==> src/rtl/reg_write_sched_if.sv <==
// Commit, issue and register-file write-port bundle for reg_write_sched.
// Tag width follows `ROBSIZE from const.v; a fallback keeps this file standalone.
`ifndef ROBSIZE
`define ROBSIZE 4
`endif

interface reg_write_sched_if #(parameter int TAG_W = `ROBSIZE + 1);
  logic             commit_valid;
  logic             commit_ready;
  logic [4:0]       commit_reg;
  logic [31:0]      commit_val;
  logic [TAG_W-1:0] commit_rob;

  logic             issue_valid;
  logic             issue_ready;
  logic [4:0]       issue_rd;
  logic [TAG_W-1:0] issue_rob;

  logic             need_set_reg_value;
  logic [4:0]       set_value_reg_id;
  logic [31:0]      set_val;
  logic [TAG_W-1:0] set_reg_rob_id;

  logic             need_set_reg_dep;
  logic [4:0]       set_dep_reg_id;
  logic [TAG_W-1:0] set_dep_rob_id;

  // master: ROB/decoder/register-file side; slave: the scheduler
  modport master (
    output commit_valid, commit_reg, commit_val, commit_rob,
    input  commit_ready,
    output issue_valid, issue_rd, issue_rob,
    input  issue_ready,
    input  need_set_reg_value, set_value_reg_id, set_val, set_reg_rob_id,
    input  need_set_reg_dep, set_dep_reg_id, set_dep_rob_id
  );

  modport slave (
    input  commit_valid, commit_reg, commit_val, commit_rob,
    output commit_ready,
    input  issue_valid, issue_rd, issue_rob,
    output issue_ready,
    output need_set_reg_value, set_value_reg_id, set_val, set_reg_rob_id,
    output need_set_reg_dep, set_dep_reg_id, set_dep_rob_id
  );
endinterface

==> src/rtl/reg_write_sched.sv <==
// Register-file write-port scheduler: commit FIFO, rename pass-through, flush recovery.
// Optional REG_SCHED_BYPASS_EN: empty-FIFO commits go straight to the value port.
module reg_write_sched #(
  parameter int COMMIT_DEPTH = 4,
  parameter int HOLD_CYCLES  = 2
) (
  input  logic                clk,
  input  logic                rst,
  input  logic                rdy,
  input  logic                flush,
  reg_write_sched_if.slave    bus,
  output logic                clear,
  output logic                busy
);
  localparam int TAG_W = `ROBSIZE + 1;
  localparam int PTR_W = (COMMIT_DEPTH > 1) ? $clog2(COMMIT_DEPTH) : 1;
  localparam int CNT_W = PTR_W + 1;

  typedef enum logic [1:0] {RUN, DRAIN, CLEAR, HOLD} state_t;

  state_t           state;
  logic [PTR_W-1:0] head;
  logic [PTR_W-1:0] tail;
  logic [CNT_W-1:0] count;
  logic [CNT_W-1:0] next_count;
  logic [3:0]       hold_cnt;

  logic [4:0]       fifo_reg [COMMIT_DEPTH];
  logic [31:0]      fifo_val [COMMIT_DEPTH];
  logic [TAG_W-1:0] fifo_rob [COMMIT_DEPTH];

  logic run;
  logic commit_keep;
  logic issue_acc;
  logic pop;
  logic bypass;
  logic push;

  assign run              = (state == RUN);
  assign bus.commit_ready = rdy && run && (count < CNT_W'(COMMIT_DEPTH));
  assign bus.issue_ready  = rdy && run && !flush;
  assign commit_keep      = bus.commit_valid && bus.commit_ready && (bus.commit_reg != 5'd0);
  assign issue_acc        = bus.issue_valid && bus.issue_ready;
  assign pop              = rdy && (count != '0) && (state == RUN || state == DRAIN);

`ifdef REG_SCHED_BYPASS_EN
  // commit_ready already implies rdy and RUN, so only the empty check remains
  assign bypass = commit_keep && (count == '0);
`else
  assign bypass = 1'b0;
`endif

  assign push       = commit_keep && !bypass;
  assign next_count = count + CNT_W'(push) - CNT_W'(pop);
  assign clear      = rdy && (state == CLEAR);
  assign busy       = !run;

  always_comb begin
    bus.need_set_reg_value = 1'b0;
    bus.set_value_reg_id   = '0;
    bus.set_val            = '0;
    bus.set_reg_rob_id     = '0;
    if (pop) begin
      bus.need_set_reg_value = 1'b1;
      bus.set_value_reg_id   = fifo_reg[head];
      bus.set_val            = fifo_val[head];
      bus.set_reg_rob_id     = fifo_rob[head];
    end else if (bypass) begin
      bus.need_set_reg_value = 1'b1;
      bus.set_value_reg_id   = bus.commit_reg;
      bus.set_val            = bus.commit_val;
      bus.set_reg_rob_id     = bus.commit_rob;
    end
  end

  always_comb begin
    bus.need_set_reg_dep = 1'b0;
    bus.set_dep_reg_id   = '0;
    bus.set_dep_rob_id   = '0;
    if (issue_acc && bus.issue_rd != 5'd0) begin
      bus.need_set_reg_dep = 1'b1;
      bus.set_dep_reg_id   = bus.issue_rd;
      bus.set_dep_rob_id   = bus.issue_rob;
    end
  end

  always_ff @(posedge clk) begin
    if (push) begin
      fifo_reg[tail] <= bus.commit_reg;
      fifo_val[tail] <= bus.commit_val;
      fifo_rob[tail] <= bus.commit_rob;
    end
  end

  // Flush decides DRAIN vs CLEAR on the post-edge count so a same-cycle commit is kept
  always_ff @(posedge clk or posedge rst) begin
    if (rst) begin
      state    <= RUN;
      head     <= '0;
      tail     <= '0;
      count    <= '0;
      hold_cnt <= '0;
    end else if (rdy) begin
      if (push) tail <= tail + 1'b1;
      if (pop)  head <= head + 1'b1;
      count <= next_count;
      unique case (state)
        RUN:   if (flush) state <= (next_count != '0) ? DRAIN : CLEAR;
        DRAIN: if (next_count == '0) state <= CLEAR;
        CLEAR: begin
          if (HOLD_CYCLES == 0) begin
            state <= RUN;
          end else begin
            state    <= HOLD;
            hold_cnt <= 4'(HOLD_CYCLES);
          end
        end
        HOLD: begin
          if (hold_cnt <= 4'd1) begin
            state    <= RUN;
            hold_cnt <= '0;
          end else begin
            hold_cnt <= hold_cnt - 4'd1;
          end
        end
      endcase
    end
  end
endmodule

==> src/flat_wrapper.sv <==
// flat-port wrapper written by rule: the top's interface ports become plain ports
module reg_write_sched_flat 
#(
  parameter int COMMIT_DEPTH = 4,
  parameter int HOLD_CYCLES  = 2
)
  (clk, rst, rdy, flush, clear, busy, bus_commit_valid, bus_commit_reg, bus_commit_val, bus_commit_rob, bus_commit_ready, bus_issue_valid, bus_issue_rd, bus_issue_rob, bus_issue_ready, bus_need_set_reg_value, bus_set_value_reg_id, bus_set_val, bus_set_reg_rob_id, bus_need_set_reg_dep, bus_set_dep_reg_id, bus_set_dep_rob_id);
  reg_write_sched_if #(.TAG_W((`ROBSIZE + 1))) bus_i ();
  input  logic clk;
  input  logic rst;
  input  logic rdy;
  input  logic flush;
  output logic clear;
  output logic busy;
  input wire logic [$bits(bus_i.commit_valid)-1:0] bus_commit_valid;
  input wire logic [$bits(bus_i.commit_reg)-1:0] bus_commit_reg;
  input wire logic [$bits(bus_i.commit_val)-1:0] bus_commit_val;
  input wire logic [$bits(bus_i.commit_rob)-1:0] bus_commit_rob;
  output wire logic [$bits(bus_i.commit_ready)-1:0] bus_commit_ready;
  input wire logic [$bits(bus_i.issue_valid)-1:0] bus_issue_valid;
  input wire logic [$bits(bus_i.issue_rd)-1:0] bus_issue_rd;
  input wire logic [$bits(bus_i.issue_rob)-1:0] bus_issue_rob;
  output wire logic [$bits(bus_i.issue_ready)-1:0] bus_issue_ready;
  output wire logic [$bits(bus_i.need_set_reg_value)-1:0] bus_need_set_reg_value;
  output wire logic [$bits(bus_i.set_value_reg_id)-1:0] bus_set_value_reg_id;
  output wire logic [$bits(bus_i.set_val)-1:0] bus_set_val;
  output wire logic [$bits(bus_i.set_reg_rob_id)-1:0] bus_set_reg_rob_id;
  output wire logic [$bits(bus_i.need_set_reg_dep)-1:0] bus_need_set_reg_dep;
  output wire logic [$bits(bus_i.set_dep_reg_id)-1:0] bus_set_dep_reg_id;
  output wire logic [$bits(bus_i.set_dep_rob_id)-1:0] bus_set_dep_rob_id;
  assign bus_i.commit_valid = bus_commit_valid;
  assign bus_i.commit_reg = bus_commit_reg;
  assign bus_i.commit_val = bus_commit_val;
  assign bus_i.commit_rob = bus_commit_rob;
  assign bus_commit_ready = bus_i.commit_ready;
  assign bus_i.issue_valid = bus_issue_valid;
  assign bus_i.issue_rd = bus_issue_rd;
  assign bus_i.issue_rob = bus_issue_rob;
  assign bus_issue_ready = bus_i.issue_ready;
  assign bus_need_set_reg_value = bus_i.need_set_reg_value;
  assign bus_set_value_reg_id = bus_i.set_value_reg_id;
  assign bus_set_val = bus_i.set_val;
  assign bus_set_reg_rob_id = bus_i.set_reg_rob_id;
  assign bus_need_set_reg_dep = bus_i.need_set_reg_dep;
  assign bus_set_dep_reg_id = bus_i.set_dep_reg_id;
  assign bus_set_dep_rob_id = bus_i.set_dep_rob_id;
  reg_write_sched #(.COMMIT_DEPTH(COMMIT_DEPTH), .HOLD_CYCLES(HOLD_CYCLES)) u_core (.clk(clk), .rst(rst), .rdy(rdy), .flush(flush), .bus(bus_i), .clear(clear), .busy(busy));
endmodule
==> config.mk <==
export PLATFORM = sky130hd
export DESIGN_NAME = reg_write_sched_flat
export DESIGN_NICKNAME = d
export VERILOG_FILES = /design/src/rtl/reg_write_sched_if.sv /design/src/rtl/reg_write_sched.sv /design/src/flat_wrapper.sv
export SDC_FILE = /design/constraint.sdc
export NUM_CORES = 1
export LEC_CHECK = 0
export ABC_AREA = 1
export BUFFER_PORTS_ARGS = -buffer_cell sky130_fd_sc_hd__clkbuf_2
export CAP_MARGIN = 0
export CORE_MARGIN = 5
export CORE_UTILIZATION = 50
export DETAILED_ROUTE_END_ITERATION = 10
export PLACE_DENSITY = 0.72
export SYNTH_ARGS = -nofsm -noshare
export SYNTH_HDL_FRONTEND = slang
export SYNTH_SLANG_ARGS = --single-unit
==> constraint.sdc <==
create_clock -name clk -period 3.7 [get_ports clk]
set_clock_uncertainty 0.15 [all_clocks]
set_input_delay 0.74 -clock clk [delete_from_list [all_inputs] [get_ports clk]]
set_output_delay 0.74 -clock clk [all_outputs]
set_load 0.005 [all_outputs]
# Word-level counts from Yosys, hierarchy flattened
# Memories as Yosys holds them, arrays and structs flattened.
# Cells that the tools add are included.
dict set report word_totals {
  reg_bits 13
  out_inout_bits 58
  wordCells 61
  mem_bits_rw 168
  memories 3
  in_bits 58
}
# name depth word_bits rd rd_clocked_by_memory_dff write_ports line_no
set memory_table {}
lappend memory_table {u_core.fifo_val 4 32 1 0 1 reg_write_sched.sv:29} ;# logic [31:0] fifo_val [COMMIT_DEPTH];
lappend memory_table {u_core.fifo_reg 4 5 1 0 1 reg_write_sched.sv:28} ;# logic [4:0] fifo_reg [COMMIT_DEPTH];
lappend memory_table {u_core.fifo_rob 4 5 1 0 1 reg_write_sched.sv:30} ;# logic [TAG_W-1:0] fifo_rob [COMMIT_DEPTH];
dict set report classes {
  muxes 16
  order_cmp 2
  n_reduce_logical 24
  eq_ne 6
  n_addsub 5
}
# cell count
set ops {}
lappend ops {{two-way mux 32 bit} 1}
lappend ops {{two-way mux 5 bit} 4}
lappend ops {{logical AND 1 bit} 10}
lappend ops {{nonzero test 5 bit} 2}
lappend ops {{two-way mux 2 bit} 4}
lappend ops {{one-hot mux 2 bit (4 select lines)} 1}
lappend ops {{one-hot mux 4 bit (2 select lines)} 1}
lappend ops {{AND reduction 2 bit} 3}
lappend ops {{nonzero test 3 bit} 2}
lappend ops {{adder 2 x 1 -> 2 bit (second input constant)} 2}
lappend ops {{== test 2 bit (second input constant)} 2}
lappend ops {{less-or-equal comparator 4 x 1 -> 1 bit (second input constant)} 1}
lappend ops {{two-way mux 1 bit} 4}
lappend ops {{two-way mux 4 bit} 1}
lappend ops {{!= test 2 bit (second input constant)} 2}
lappend ops {{AND reduction 4 bit} 1}
lappend ops {{subtractor 4 x 1 -> 4 bit (second input constant)} 1}
lappend ops {{adder 3 x 1 -> 3 bit} 1}
lappend ops {{logical NOT 3 bit} 1}
lappend ops {{< comparator 3 bit (second input constant)} 1}
lappend ops {{subtractor 3 x 1 -> 3 bit} 1}
lappend ops {{== test 2 x 1 -> 1 bit (second input constant)} 1}
lappend ops {{logical NOT 1 bit} 2}
lappend ops {{logical NOT 2 bit} 1}
lappend ops {{other kinds (3)} 3}

# Logic depth before layout (Yosys ltp)
dict set report depth {
  depth_word 11
  mapped_depth 17
  depth_no_buf 17
}

# Least setup slack after synthesis
# Ideal clock, no wire load.
dict set report synth_timing {
  kind {input port to flip-flop}
  startpoint {input port rdy}
  endpoint {memory u_core.fifo_reg[0][0], enable pin}
  cell_stages 5
  slack_ns 0.031
  arrival_time_ns 3.077
  cell_sequence {buf_6 -> inv_6 -> nor3_4 -> nand3_1 -> nor2_1}
}
dict set report synth_between {
  elab_chain_len 6
}
# item line_no
set synth_rtl {}
lappend synth_rtl {{from (decl)} flat_wrapper.sv:11} ;# input logic rdy;
lappend synth_rtl {{logical AND 1 bit (2 in series)} reg_write_sched.sv:40} ;# assign bus.commit_ready = rdy && run && (count < CNT_W'(COMMIT_DEPTH));
lappend synth_rtl {{via bus_commit_ready} flat_wrapper.sv:19} ;# output wire logic [$bits(bus_i.commit_ready)-1:0] bus_commit_ready;
lappend synth_rtl {{logical AND 1 bit (2 in series)} reg_write_sched.sv:42} ;# assign commit_keep = bus.commit_valid && bus.commit_ready && (bus.commit_reg != 5'd0);
lappend synth_rtl {{two-way mux 1 bit} reg_write_sched.sv:88} ;# if (push) begin
lappend synth_rtl {{two-way mux 1 bit (not written as such)} reg_write_sched.sv:89} ;# fifo_reg[tail] <= bus.commit_reg;
lappend synth_rtl {{to (decl)} reg_write_sched.sv:28}
# The timed path passes the listed nets, and every way through them passes these cells.

# Final worst setup path
dict set report layout_timing {
  startpoint {register u_core.head[1]}
  endpoint {output port bus_set_val[5]}
}
dict set report layout_between {
  elab_chain_len 2
}
# item line_no
set layout_rtl {}
lappend layout_rtl {{from (decl)} reg_write_sched.sv:22} ;# logic [PTR_W-1:0] head;
lappend layout_rtl {{from (signal assigned)} reg_write_sched.sv:105} ;# if (pop) head <= head + 1'b1;
lappend layout_rtl {{memory (4 x 32 bit)} -}
lappend layout_rtl {{two-way mux 32 bit} reg_write_sched.sv:63} ;# if (pop) begin
lappend layout_rtl {{to (decl)} flat_wrapper.sv:26} ;# output wire logic [$bits(bus_i.set_val)-1:0] bus_set_val;
# No other way between the ends.

==> impl_metrics.ini <==
[worst_setup_path]
required_ps = 2810
worstPathMaxFanout = 27
r2r_cells = 15
reg2reg_slack_ps = 830
rr_startpoint = u_core.state[0]
end_kind = output pin
crit_type = flip-flop to output pin
r2r_end = u_core.state[0]
start_kind = flip-flop
cp.arrival_ps = 2270

[finish]
final_cell_mix = nor2_1, edfxtp_1, clkbuf_2
antenna_cells = 0
syn2layout_area_growth_pct = 19.7
final_cells = 955
fill_cells = 1129
drive_gt1_frac = 0.222
final_common_cell = nor2_1
final_nets = 831
largest_register_ffs = 128

[synthesis]
yosys.area.top_type = edfxtp_1
synth_area_leaders = edfxtp_1, nor2_1, o21ai_0
yosysWarnings = 0
syn_inst = 645
avgSynthCellArea_um2 = 11.7
synth_area_mm2 = 0.00753
ys_seq_area_frac = 0.713
synth_nets = 717
synth_top_cell_area_share = 0.670
synthDistinctLibCells = 27
ys_seq_elements = 181

[die]
core_mm2 = 0.0146
fp.dieW_um = 133
die_area_mm2 = 0.0176
die_h_um = 133
initial_core_util = 0.514
fp-row-count = 44
ios = 116

[timing]
fmax_mhz = 316
setup_slack_ps = 536
setup_viol = 0
min_period_ps = 3160
setup-tns-final_ps = 0
relSlewSlack = 0.591
final-max-slew-violation-count = 0
period_share = 0.855
tightest_slew_ps = 609
rsz0062_at_grt = no
hold_violations = 0

[clocking]
cts_tree = built
clkLatencyLatePin_ps = 420
cts_resized = 0
cts_setup_buffers = 0
numCtsBuffers = 17
cts_max_level = 4
clock-sinks = 181
cts.path.max_buffers = 2
hold_buffers = 0
root_buffer = clkbuf_16
clkTransAtPathRegs_ps = 60

[global_routing]
overflow = 0
antenna_found_initial = 0
grt_max_degree = 44
grt_pass1_vias = 5221
grt_util_all_layers = 0.190
grt_first_pass_wirelength_mm = 26.1

[placement]
port_buffers = 115
dp_hpwl_mm = 10.1
gp_congestion = 0.813
place_inst = 924
dp_slack_ps = 627

[routing]
drtPass1Iterations = 5
drc = 0
ant_nets = 0
wl_per_cell_um = 17.2
routed_via_density = 5.38
drt-initial-drc-count = 411
drt-total-wl_mm = 16.4
via_count = 5139

[min_path]
hp-class = input pin to asynchronous set/reset pin

[job]
maxCapViolCount = 0

[power]
leakage_nw = 3.49
vdd_drop_max_uv = 466
p_per_area_mw_per_mm2 = 726

[status]
status = finished, final reports clean
==> cells in the mapped netlist (all sizes together) <==
cell type	count
a31o	1
nor3	3
nand3	4
edfxtp	168
fa	1
ha	13
inv	38
nand2	30
xor2	2
nor2	196
a21oi	45
clkbuf	21
and3	1
nand4	3
buf	12
dfrtp	13
a31oi	3
o21ai	90
clkinv	1
==> critical path, cell delays in order (launching register included) <==
cell and delay [ps]:
dfrtp_2 350, clkinv_1 490, buf_12 390, nor2_1 120, o21ai_0 110, a21oi_1 230, clkbuf_2 160
==> metal layers <==
layer	up-vias	part of all wire	GRT usage
li1	2451	-	-
met3	19	0.058	0.0425
met1	2495	0.41	0.236
met5	-	0	0
met4	0	0.014	0.0629
met2	174	0.52	0.333
==> cells by family (layout without fill, tap and decap cells) <==
family                   Yosys count  in the layout  synth area share
AO/OA/AOI/OAI                    139            139            0.0954
XOR/XNOR                           2              2           0.00233
adder cells (fa/ha/maj)           14             14            0.0243
buffers and inverters             72            198            0.0410
flip-flops                       181            181             0.713
AND/OR/NAND/NOR                  237            237             0.124
==> power breakdown <==
| group | leakage, nW | internal [mW] | switching, mW |
|---|---|---|---|
| registers | 1.67 | 2.39 | 0.112 |
| logic | 1.51 | 0.723 | 1.36 |
| clock network | 0.318 | 1.25 | 0.697 |
| total | 3.49 | 4.37 | 2.17 |
==> metrics by stage <==
stage / hold WS, ps / utilization / total power, mW / instance area, µm²
3_3_place_gp: 381 / 0.572 / 4.54 / 8370
6_report: 191 / 0.616 / 6.54 / 9020
5_1_grt: 250 / 0.616 / 6.93 / 9020
3_5_place_dp: 398 / 0.572 / 4.63 / 8370
2_1_floorplan: 347 / - / 3.89 / 7530
4_1_cts: 201 / 0.616 / 6.58 / 9020
==> worst max-delay path by stage <==
stage,end,cells after the start,from
final,bus_set_val[5],6,u_core.head[1]
after global routing,bus_set_val[5],6,u_core.head[1]
after CTS,bus_set_val[5],6,u_core.head[1]
after detailed placement,u_core.state[0],15,rdy
after global placement,u_core.state[0],13,rdy
after floorplan,u_core.fifo_reg[0][0],5,rdy
==> final cells by class <==
| type | count | area (µm²) | area share |
|---|---|---|---|
| multi-input cells | 392 | 1880 | 0.209 |
| clock inverters | 12 | 209 | 0.0232 |
| well taps | 184 | 230 | 0.0255 |
| clock buffers | 19 | 433 | 0.0480 |
| inverters | 39 | 151 | 0.0168 |
| flip-flops and latches | 181 | 5370 | 0.596 |
| repair buffers | 128 | 736 | 0.0816 |
Note: power is estimated with default switching activity, not from simulation.
